<file path="config.mk">
export PLATFORM = sky130hd
export DESIGN_NAME = fpu_arbiter
export DESIGN_NICKNAME = d
export VERILOG_FILES = /design/src/rtl/fpu_arbiter.sv
export SDC_FILE = /design/constraint.sdc
export NUM_CORES = 1
export LEC_CHECK = 0
export CORE_AREA = 2 2 158 160
export DETAILED_ROUTE_END_ITERATION = 16
export DIE_AREA = 0 0 160 162
export DONT_BUFFER_PORTS = 1
export RECOVER_POWER = 25
export REMOVE_ABC_BUFFERS = 1
export SLEW_MARGIN = 10
export SYNTH_ARGS = -nofsm -noshare
export SYNTH_HDL_FRONTEND = slang
export SYNTH_SLANG_ARGS = --single-unit
</file>
<file path="constraint.sdc">
create_clock -name clock -period 3.2 [get_ports clock]
set_clock_uncertainty 0.15 [all_clocks]
set_input_delay 0.48 -clock clock [delete_from_list [all_inputs] [get_ports clock]]
set_output_delay 0.48 -clock clock [all_outputs]
set_load 0.02 [all_outputs]
</file>
<file path="src/rtl/fpu_arbiter.sv">
// fpu_arbiter: shares one fpu between N_REQ clients, round-robin by default.
// Define FPU_ARB_FIXED_PRIO_EN for fixed priority (lowest index wins).
module fpu_arbiter #(
    parameter int N_REQ       = 4,
    parameter int WAIT_CYCLES = 40,
    localparam int ID_W       = $clog2(N_REQ)
) (
    input  logic                clock,
    input  logic                reset,
    input  logic [N_REQ-1:0]    req,
    input  logic [32*N_REQ-1:0] op_a,
    input  logic [32*N_REQ-1:0] op_b,
    output logic [N_REQ-1:0]    done,
    output logic [31:0]         result,
    output logic [3:0]          status,
    output logic [ID_W-1:0]     resp_id,
    output logic                busy,
    output logic                fpu_start,
    output logic [31:0]         fpu_op_a,
    output logic [31:0]         fpu_op_b,
    input  logic [31:0]         fpu_data,
    input  logic [3:0]          fpu_status
);

    typedef enum logic [2:0] {
        IDLE,
        ISSUE,
        WAIT,
        CAPTURE,
        RESP
    } state_t;

    state_t          state;
    logic [7:0]      counter;
    logic [ID_W-1:0] gnt_id;
    logic [ID_W-1:0] pick_id;
    logic            pick_ok;

`ifndef FPU_ARB_FIXED_PRIO_EN
    logic [ID_W-1:0] ptr;
`endif

    // Descending scan so the candidate closest to the search start wins.
    always_comb begin
        int j;
        j       = 0;
        pick_id = '0;
        pick_ok = 1'b0;
        for (int i = N_REQ - 1; i >= 0; i--) begin
`ifdef FPU_ARB_FIXED_PRIO_EN
            j = i;
`else
            j = int'(ptr) + i;
            if (j >= N_REQ) j = j - N_REQ;
`endif
            if (req[j]) begin
                pick_id = ID_W'(j);
                pick_ok = 1'b1;
            end
        end
    end

    always_ff @(posedge clock or negedge reset) begin
        if (!reset) begin
            state     <= IDLE;
            counter   <= '0;
            gnt_id    <= '0;
            done      <= '0;
            result    <= '0;
            status    <= '0;
            resp_id   <= '0;
            busy      <= 1'b0;
            fpu_start <= 1'b0;
            fpu_op_a  <= '0;
            fpu_op_b  <= '0;
`ifndef FPU_ARB_FIXED_PRIO_EN
            ptr       <= '0;
`endif
        end else begin
            done      <= '0;
            fpu_start <= 1'b0;
            unique case (state)
                IDLE: begin
                    if (pick_ok) begin
                        fpu_op_a  <= op_a[32*pick_id +: 32];
                        fpu_op_b  <= op_b[32*pick_id +: 32];
                        gnt_id    <= pick_id;
                        fpu_start <= 1'b1;
                        busy      <= 1'b1;
                        state     <= ISSUE;
                    end
                end
                ISSUE: begin
                    counter <= 8'(WAIT_CYCLES - 1);
                    state   <= WAIT;
                end
                WAIT: begin
                    if (counter == 8'd0) begin
                        state <= CAPTURE;
                    end else begin
                        counter <= counter - 8'd1;
                    end
                end
                CAPTURE: begin
                    result  <= fpu_data;
                    status  <= fpu_status;
                    resp_id <= gnt_id;
                    done    <= N_REQ'(1) << gnt_id;
                    state   <= RESP;
                end
                RESP: begin
`ifndef FPU_ARB_FIXED_PRIO_EN
                    if (gnt_id == ID_W'(N_REQ - 1)) begin
                        ptr <= '0;
                    end else begin
                        ptr <= gnt_id + 1'b1;
                    end
`endif
                    busy  <= 1'b0;
                    state <= IDLE;
                end
                default: begin
                    busy  <= 1'b0;
                    state <= IDLE;
                end
            endcase
        end
    end

endmodule

</file>
==> flow_metrics.tcl <==
set metrics [dict create \
    grt_start_max_net_pins 124 \
    die_h_um 162 \
    diodes 0 \
    setup_tns_ns 0 \
    drt_iter0_drc 297 \
    io_pins 406 \
    gp_congestion 0.851 \
    synthCells 611 \
    maxCapViolCount 0 \
    synth_xor_area_share_pct 0.555 \
    clk_latency_ns 0.41 \
    synth-seq-cells 123 \
    area_delta_synth_final_pct 15.2 \
    via_per_inst 5.04 \
    cp_max_fo 65 \
    cts_tree "done" \
    slew_headroom_pct 55.8 \
    synth.area.mux_share_pct 20.7 \
    drive_above_1_share_pct 7.87 \
    violations "negative hold slack" \
    dp_hpwl_um 14000 \
    post_cts_buffers 0 \
    synth.distinct_cells 35 \
    hold_path_class "input port to async pin" \
    drc_errors 0 \
    arrival_ns 2.47 \
    cts-root-buf "clkbuf_16" \
    status "finished with violations" \
    netlist_area_um2 6310 \
    cp.required_ns 3.36 \
    clock_sinks 123 \
    synthSimpleGateAreaFrac_pct 13.4 \
    htree_levels 4 \
    grt_pass1_vias 4944 \
    grt_use_total_pct 14.4 \
    p_per_area_nw_per_um2 946 \
    overflow 0 \
    reg2reg_depth 4 \
    cts_buffer_depth 2 \
    synth_compound_area_share_pct 11.1 \
    seq_area_frac_synth_pct 48.8 \
    wl_um 19200 \
    rsz0062_at_grt "no" \
    slew_viol_final 0 \
    fin_crit_sh_pct 72.3 \
    min_period_ns 2.31 \
    worstSetupPathType "flop to flop" \
    coreArea_um2 24100 \
    fmax_mhz 432 \
    post_cts_resized 0 \
    hold_viol 123 \
    wl_per_cell_um 20.6 \
    cts-buffers-inserted 17 \
    cp-end-kind "flop" \
    antenna_found_initial 0 \
    start_kind "flop" \
    setup_viol 0 \
    rows 57 \
    p_leak_nw 3.54 \
    synth.avg_cell_area_um2 10.3 \
    synthAdderAreaFrac_pct 1.19 \
    vias 4711 \
    first_pass_iters 6 \
    ys_warn_count 0 \
    ant_nets 0 \
    grt_pass1_wl_um 29000 \
    final_util_pct 30.2 \
    io_buffers 0 \
    synth_top_family_by_area "multiplexers" \
    irDropWorstVdd_mv 0.334 \
    tightest_slew_ns 0.655 \
    die-area_um2 25900 \
    initial_core_util_pct 26.2 \
    whs_ns -0.383 \
    nNetsFinal 901 \
    cts_hold_buffers 4 \
    clk_pin_slew_ns 0.06 \
    die_width_um 160 \
]
-- worst max-delay path, cell delays in order, from the launching register on --
cell	delay (ns)
dfrtp_1	0.47
or4_2	0.72
or2_2	0.35
buf_12	0.18
o221ai_1	0.26
-- sequential cells by signal, indices dropped and copies added, names as in the netlist --
signal / count
fpu_op_a: 32
fpu_op_b: 32
result: 32
counter: 8
done: 4
status: 4
state: 3
gnt_id: 2
ptr: 2
resp_id: 2
busy: 1
fpu_start: 1
-- layout make-up --
| cell class | count | area [um^2] |
|---|---|---|
| Fill cell | 2529 | 16800 |
| Sequential cell | 123 | 3080 |
| Multi-Input combinational cell | 433 | 2980 |
| Clock buffer | 17 | 425 |
| Tap cell | 324 | 405 |
| Clock inverter | 15 | 179 |
| Timing Repair Buffer | 13 | 170 |
| Inverter | 9 | 33.8 |
-- stage by stage --
stage | cells | setup slack [ns] | power [mW] | hold WS (ns) | cell area (um^2)
CTS | 934 | 0.935 | 6.99 | -0.416 | 7270
global route | 934 | 0.788 | 7.34 | -0.420 | 7270
global placement | 898 | 1.01 | 4.88 | 0.0401 | 6630
detailed placement | 898 | 0.949 | 4.94 | 0.0408 | 6630
floorplan | 565 | -7.68 | 4.62 | 0.0344 | 6070
finish | 934 | 0.886 | 6.88 | -0.383 | 7270
-- Yosys cell counts --
library cell,n,share of area [%]
mux2_2,2,0.36
o22ai_1,2,0.20
xnor2_1,3,0.42
a21o_1,1,0.12
nor3b_1,3,0.36
nand2b_1,1,0.099
buf_6,4,0.71
clkbuf_1,19,1.1
mux2i_1,128,20
ha_1,6,1.2
or2_1,1,0.099
xor2_1,1,0.14
nor4_1,3,0.30
a21oi_1,2,0.16
o21ai_0,7,0.56
o311ai_0,2,0.28
inv_1,9,0.54
or3_1,2,0.20
buf_1,1,0.059
dfrtp_1,123,49
nand3b_1,2,0.24
buf_2,20,1.6
nor3_1,3,0.24
o41ai_1,3,0.42
nor2b_1,2,0.20
buf_4,2,0.24
nand3_1,1,0.079
a2111oi_0,1,0.14
o221a_2,1,0.18
nand2_1,179,11
nor2_1,6,0.36
and2_1,4,0.40
o41a_1,1,0.18
or4_1,2,0.24
o221ai_1,64,8.9
-- path summary, 6_finish.rpt --
| kind | from | to | slack [ns] |
|---|---|---|---|
| max reg2reg | state[0] | fpu_op_a[21] | 0.89 |
| min reg2reg | counter[4] | counter[4] | 0.35 |
| min in group clock | fpu_data[19] | result[19] | 0.03 |
| max | state[0] | fpu_op_a[21] | 0.89 |
| min | reset | counter[7] | -0.38 |
| max in group asynchronous | reset | fpu_op_b[20] | 3.09 |
-- cell usage in the layout, fill, tap and decap left out, types with 2 or more instances in the layout --
cell type and instances:
a21oi_1 2, and2_1 4, buf_12 5, buf_4 4, bufinv_16 2, clkbuf_16 17, clkinvlp_4 4, dfrtp_1 123
dlygate4sd3_1 4, ha_1 6, inv_1 9, inv_6 5, inv_8 4, mux2_2 2, mux2i_1 128, nand2_1 178
nand3b_1 2, nor2_1 6, nor2b_1 2, nor3_1 3, nor3b_1 3, nor4_1 3, o21ai_0 7, o221ai_1 64
o311ai_0 2, o41ai_1 3, or3_1 2, xnor2_1 3
-- power breakdown --
| group | switching (mW) | internal, mW | leakage, nW | total (mW) |
|---|---|---|---|---|
| clock | 0.817 | 1.18 | 0.285 | 2.00 |
| sequential | 1.03 | 2.08 | 1.51 | 3.11 |
| combinational | 1.01 | 0.764 | 1.75 | 1.77 |
| total | 2.85 | 4.03 | 3.54 | 6.88 |
-- logic make-up after synthesis --
kind of cell | count (synthesis)
simple gates | 209
mux | 130
flops | 123
compound gates | 84
buf+inv | 55
fa+ha+maj | 6
xor+xnor | 4
-- routing by layer --
metal	global-route usage [%]	vias to the layer above	part of all wire, %
met5	0	-	0
li1	-	2171	-
met4	4.26	0	1.5
met1	16.5	2284	37
met2	24.8	243	51
met3	5.82	13	10
(Power assumes the default switching activity.)
